$ cat src/rtl/crc_serial_engine.sv
// Serial CRC engine: one message bit per clock while active_i is high, then the
// W-bit remainder is shifted out on crc_o qualified by valid_o.
module crc_serial_engine #(
    parameter int             W         = 8,
    parameter logic [W-1:0]   TAPS      = 8'h44,
    parameter logic [W-1:0]   SEED      = 8'hD8,
    parameter bit             MSB_FIRST = 1'b0
) (
    input  logic clk_i,
    input  logic rst_n_i,
    input  logic data_i,
    input  logic active_i,
    output logic crc_o,
    output logic valid_o,
    output logic busy_o,
    output logic done_o
);

    localparam int CW = $clog2(W + 1);

    typedef enum logic [1:0] {
        IDLE = 2'd0,
        CALC = 2'd1,
        OUT  = 2'd2
    } state_t;

    state_t          state_q, state_d;
    logic [W-1:0]    lfsr_q, lfsr_d;
    logic [CW-1:0]   cnt_q, cnt_d;
    logic            crc_q, crc_d;
    logic            valid_q, valid_d;
    logic            done_q, done_d;

    // Feedback enters at the top stage; bit W-1 of TAPS has no stage above it.
    function automatic logic [W-1:0] lfsr_step(input logic [W-1:0] cur, input logic din);
        logic         fb;
        logic [W-1:0] nxt;
        fb       = din ^ cur[0];
        nxt[W-1] = fb;
        for (int i = 0; i < W - 1; i++) begin
            nxt[i] = cur[i+1] ^ (fb & TAPS[i]);
        end
        return nxt;
    endfunction

    function automatic logic [W-1:0] lfsr_shift(input logic [W-1:0] cur);
        if (MSB_FIRST) return {cur[W-2:0], 1'b0};
        else           return {1'b0, cur[W-1:1]};
    endfunction

    function automatic logic out_bit(input logic [W-1:0] cur);
        if (MSB_FIRST) return cur[W-1];
        else           return cur[0];
    endfunction

    always_ff @(posedge clk_i or negedge rst_n_i) begin
        if (!rst_n_i) begin
            state_q <= IDLE;
            lfsr_q  <= SEED;
            cnt_q   <= '0;
            crc_q   <= 1'b0;
            valid_q <= 1'b0;
            done_q  <= 1'b0;
        end else begin
            state_q <= state_d;
            lfsr_q  <= lfsr_d;
            cnt_q   <= cnt_d;
            crc_q   <= crc_d;
            valid_q <= valid_d;
            done_q  <= done_d;
        end
    end

    always_comb begin
        state_d = state_q;
        lfsr_d  = lfsr_q;
        cnt_d   = cnt_q;
        crc_d   = 1'b0;
        valid_d = 1'b0;
        done_d  = 1'b0;
        case (state_q)
            IDLE: begin
                lfsr_d = SEED;
                cnt_d  = '0;
                if (active_i) begin
                    lfsr_d  = lfsr_step(SEED, data_i);
                    state_d = CALC;
                end
            end
            CALC: begin
                if (active_i) begin
                    lfsr_d = lfsr_step(lfsr_q, data_i);
                end else begin
                    crc_d   = out_bit(lfsr_q);
                    lfsr_d  = lfsr_shift(lfsr_q);
                    cnt_d   = CW'(1);
                    valid_d = 1'b1;
                    state_d = OUT;
                end
            end
            OUT: begin
                if (active_i) begin
                    // Abort: the bit on this edge is the first bit of a fresh frame.
                    lfsr_d  = lfsr_step(SEED, data_i);
                    cnt_d   = '0;
                    state_d = CALC;
                end else if (cnt_q < CW'(W)) begin
                    crc_d   = out_bit(lfsr_q);
                    lfsr_d  = lfsr_shift(lfsr_q);
                    cnt_d   = cnt_q + CW'(1);
                    valid_d = 1'b1;
                    done_d  = (cnt_q == CW'(W - 1));
                end else begin
                    lfsr_d  = SEED;
                    cnt_d   = '0;
                    state_d = IDLE;
                end
            end
            default: begin
                lfsr_d  = SEED;
                cnt_d   = '0;
                state_d = IDLE;
            end
        endcase
    end

    assign crc_o   = crc_q;
    assign valid_o = valid_q;
    assign done_o  = done_q;
    assign busy_o  = (state_q != IDLE);

endmodule
$ cat config.mk
export PLATFORM = sky130hd
export DESIGN_NAME = crc_serial_engine
export DESIGN_NICKNAME = d
export VERILOG_FILES = /design/src/rtl/crc_serial_engine.sv
export SDC_FILE = /design/constraint.sdc
export NUM_CORES = 1
export LEC_CHECK = 0
export ABC_AREA = 1
export BUFFER_PORTS_ARGS = -buffer_cell sky130_fd_sc_hd__clkbuf_2
export CELL_PAD_IN_SITES_DETAIL_PLACEMENT = 0
export CELL_PAD_IN_SITES_GLOBAL_PLACEMENT = 1
export CORE_UTILIZATION = 40
export CTS_CLUSTER_DIAMETER = 80
export CTS_CLUSTER_SIZE = 8
export DETAILED_ROUTE_END_ITERATION = 6
export GPL_TIMING_DRIVEN = 0
export MAX_ROUTING_LAYER = met4
export PLACE_DENSITY = 0.81
export SLEW_MARGIN = 25
export SYNTH_ARGS = -nofsm -noshare
export SYNTH_HDL_FRONTEND = slang
export SYNTH_SLANG_ARGS = --single-unit
$ cat constraint.sdc
create_clock -name clk_i -period 3.6 [get_ports clk_i]
set_input_delay 0.36 -clock clk_i [delete_from_list [all_inputs] [get_ports clk_i]]
set_output_delay 0.36 -clock clk_i [all_outputs]
set_load 0.02 [all_outputs]
* Word-level counts from Yosys, hierarchy flattened
Cells that the tools add are included.
** Word-level totals
- Input port bits :: 4
- ROM bits :: 0
- Register bits after elaboration :: 17
- Logic and storage cells :: 46
- Memory bits (writable) :: 0
- Bits in latches :: 0
- Memories kept :: 0
** Operators by class
- Add/sub/neg operators :: 1
- Bitwise operators :: 4
- Reductions and logical operators :: 3
- Eq/ne operators :: 6
- Magnitude comparators :: 1
- Multiply operators :: 0
- Muxes and demuxes :: 25
- Shifts and indexed selects :: 0
- Divide/modulo/power cells :: 0
** Operator list (count)
- two-way mux 8 bit :: 4
- one-hot mux 8 bit (3 select lines) :: 1
- two-way mux 4 bit :: 3
- two-way mux 1 bit :: 9
- two-way mux 2 bit :: 4
- one-hot mux 4 bit (2 select lines) :: 1
- one-hot mux 2 bit (3 select lines) :: 1
- adder 4 x 1 -> 4 bit, second input constant :: 1
- == test 4 x 3 -> 1 bit, second input constant :: 1
- less-than comparator 4 bit, second input constant :: 1
- != test 2 bit, second input constant :: 2
- one-hot mux 1 bit (2 select lines) :: 2
- != test 3 bit, second input constant :: 1
- AND reduction 3 bit :: 1
- bitwise XOR 1 bit :: 3
- == test 2 x 1 -> 1 bit, second input constant :: 1
- == test 2 bit, second input constant :: 1
- logical NOT 2 bit :: 1
- nonzero test 2 bit :: 1
- inverter 1 bit :: 1

* Longest topological paths before layout
- Depth in word-level cells :: 4
- Depth in mapped cells :: 7
- Mapped depth without buffers :: 6

* Worst setup path after synthesis
No wires, ideal clock.
- Path type :: flip-flop to flip-flop
- From :: reg state_q[1]
- To :: reg cnt_q[0]
- Stages on the path, launching flop included :: 7
- Period minus slack after synthesis :: 1.215 ns
- Data arrival time :: 1.084 ns
- Path slack :: 2.385 ns
- Path buffers :: 1
- Setup time :: 0.131 ns
- Path through :: dfrtp_1 inv_1 ha_1 clkbuf_2 nand2_1 o2111ai_1 o21ai_0
** On the way
- Longest elaborated chain between the ends :: 2
- Elaborated cells on any way between the ends :: 4
** RTL lines
- from (decl) :: line 27 : state_t state_q, state_d;
- from (signal assigned) :: line 65 : state_q <= state_d;
- == test 2 bit or == test 2 x 1 -> 1 bit (tied branches) :: line 81 : case (state_q)
- one-hot mux 4 bit (2 select lines) or != test 2 bit (tied branches)
- to (signal assigned) :: line 67 : cnt_q <= cnt_d;
- to (decl) :: line 29 : logic [CW-1:0] cnt_q, cnt_d;
Parallel ways exist; a longest one is shown, timed or not.
A chain may end at the register's enable or synchronous reset.

* Worst setup path after layout
- From :: reg state_q[1]
- To :: out busy_o
** On the way
- Longest elaborated chain between the ends :: 1
** RTL lines
- nonzero test 2 bit :: line 130 : assign busy_o = (state_q != IDLE);
- to (decl) :: line 15 : output logic busy_o,
No other way between the ends.

==> impl_metrics.toml <==
[synthesis]
syn_area_um2 = 929.6
ys_seq_area_frac = 0.4630
syn_avg_cell_area_um2 = 9.026
ys_types = 29
netlist_instances = 103
synth_nets = 112
yosysWarnings = 0
synth-seq-cells = 17

[sta]
max_freq_mhz = 583.0
relSlewSlack = 0.7068
setup_tns_ns = 0
hold-worst-slack_ns = -0.01029
worst_slew_pin_slew_ns = 0.4398
post-route-period-util = 0.4765
hold_viol = 13
rsz0062_at_grt = "false"
setup_ws_ns = 1.885
fin_crit_ns = 1.715
setup_viol = 0
finalClockSkew_ns = 0.005033
maxSlewViolCount = 0

[floorplan]
die_y_um = 50.21
coreArea_mm2 = 0.002191
rows = 17
pin_count = 8
dieArea_mm2 = 0.002521
initial_core_util = 0.4243
die_x_um = 50.21

[cts]
clk_latency_ns = 0.29
cts_resized = 0
clkSlewWorstSetupHoldPaths_ns = 0.10
post_cts.repair.setup_buffers = 0
clk_path_buf_depth = 2
cts_buffers = 3
cts_tree = "yes"
cts_hold_buf = 0
cts.sinks = 17
root_buffer = "clkbuf_4"
htree_levels = 1

[finish]
nets = 123
nFillCells = 225
regArea_um2 = 430.4
antenna_cells = 0
area_growth_syn_to_layout_pct = 9.825
post-route-util = 0.4660
final_common_cell = "nand2_1"
multiInputGateArea_um2 = 400.4
final_cell_mix = "nand2_1 (17), inv_1 (16), dfrtp_1 (13)"
drive_above_1_share = 0.2389

[place]
gp_congestion = 0.8782
dp_hpwl_um = 1381
pre_cts_slack_ns = 2.186
io_buffers = 6

[detailed_routing]
first_pass_iters = 4
via_per_inst = 5.149
postRouteAntennaNets = 0
drt_iter0_markers = 14
drt-total-wl_um = 1842
dr_total_vias = 726
drc = 0
wl_per_cell_um = 13.06

[grt]
antenna_found_initial = 0
grt_max_degree = 18
grt_pass1_vias = 689
overflow = 0
grt_pass1_wl_um = 3180
grt_usage = 0.1816

[setup_path]
worst_setup_path_end_kind = "output port"
crit_fanout = 5
cp-start-kind = "flip-flop"
arrival_ns = 1.36
crit_type = "reg2out"
cp-startpoint = "state_q[1]"
rrSetupSlack_ns = 2.16
crit_required_ns = 3.24
cp-endpoint = "busy_o"
r2r-start = "state_q[1]"
worst_r2r_path_depth = 6
regToRegEndpoint = "cnt_q[0]"

[hold_path]
hold_path.class = "in2async"

[flow_run]
maxCapViolCount = 0

[status]
failed_checks = "negative hold slack"
outcome = "complete, but fails checks"

[pwr]
p_leak_nw = 0.4900
powerDensity_mw_per_mm2 = 756.8
ir_worst_vdd_v = 0.0004178
registers in the layout, summed over array words and instances, names as in the netlist:
register	cells
done_o	1
lfsr_q	8
crc_o	1
valid_o	1
cnt_q	4
state_q	2
Yosys cell counts:
master | instances | share of area
o221ai_1 | 1 | 0.0094
dfrtp_1 | 13 | 0.35
o2111ai_1 | 1 | 0.0094
ha_1 | 5 | 0.067
o31ai_1 | 1 | 0.0081
nand3_4 | 1 | 0.019
inv_2 | 3 | 0.012
nand3_2 | 1 | 0.011
nor3_1 | 1 | 0.0054
o211ai_2 | 1 | 0.013
nor3_2 | 1 | 0.011
nand4_1 | 2 | 0.013
nor2_1 | 4 | 0.016
a21oi_2 | 1 | 0.0094
o21ai_0 | 3 | 0.016
nand3_1 | 8 | 0.043
o21ai_1 | 3 | 0.016
a21oi_1 | 7 | 0.038
nor4_2 | 1 | 0.013
o211ai_1 | 2 | 0.016
inv_1 | 16 | 0.065
a22oi_2 | 1 | 0.013
buf_6 | 1 | 0.012
nand2_2 | 1 | 0.0067
nand2_1 | 17 | 0.069
clkbuf_2 | 1 | 0.0054
inv_8 | 1 | 0.012
o22ai_1 | 1 | 0.0067
dfstp_2 | 4 | 0.11
routing by layer:
| metal | track usage | vias up | wire length [um] | share of wire |
|---|---|---|---|---|
| li1 | - | 362 | - | - |
| met3 | 0.03636 | 5 | 52 | 0.028 |
| met4 | 0.08571 | 0 | 31 | 0.017 |
| met5 | - | - | 0 | 0 |
| met1 | 0.2428 | 350 | 901 | 0.49 |
| met2 | 0.2622 | 9 | 857 | 0.47 |
worst min path at each step:
| stage | from | end | slack [ns] | depth (start not counted) |
|---|---|---|---|---|
| global route | rst_n_i | cnt_q[3] | 0.004 | 1 |
| floorplan | rst_n_i | cnt_q[0] | 0.06 | 0 |
| CTS | rst_n_i | cnt_q[3] | 0.001 | 1 |
| global placement | rst_n_i | done_o | 0.32 | 1 |
| finish | rst_n_i | state_q[1] | -0.01 | 1 |
| detailed placement | rst_n_i | cnt_q[3] | 0.33 | 1 |
stage by stage:
stage,power (mW),std cells,cell area (um^2)
6_report,0.7726,141,1021
5_1_grt,0.8488,141,1021
4_1_cts,0.7807,141,1021
3_5_place_dp,0.6742,137,994.7
3_3_place_gp,0.6607,137,994.7
2_1_floorplan,0.5829,103,929.6
worst max-delay path, cell delays in order (launching register included):
cell and delay, ns:
dfrtp_1 0.41, inv_1 0.13, ha_1 0.27, inv_1 0.10, clkbuf_2 0.16
layout make-up:
type	count	share of cell area
Multi-Input combinational cell	64	0.3922
Clock buffer	4	0.02574
Tap cell	28	0.03431
Timing Repair Buffer	6	0.02941
Buffer	2	0.01593
Inverter	20	0.08088
Sequential cell	17	0.4216
cells by family (layout without fill, tap and decap cells):
group | count (synthesis) | in the layout | synth area share
buf+inv | 22 | 32 | 0.1063
flops | 17 | 17 | 0.4630
compound gates | 22 | 22 | 0.1561
fa+ha+maj | 5 | 5 | 0.06729
simple gates | 37 | 37 | 0.2073
power by group:
| part | internal (mW) | leakage (nW) | total [mW] | switching [mW] |
|---|---|---|---|---|
| logic | 0.130 | 0.259 | 0.374 | 0.244 |
| clock network | 0.0431 | 0.0150 | 0.104 | 0.0609 |
| registers | 0.265 | 0.216 | 0.295 | 0.0299 |
Power figures use the tool's default switching activity.
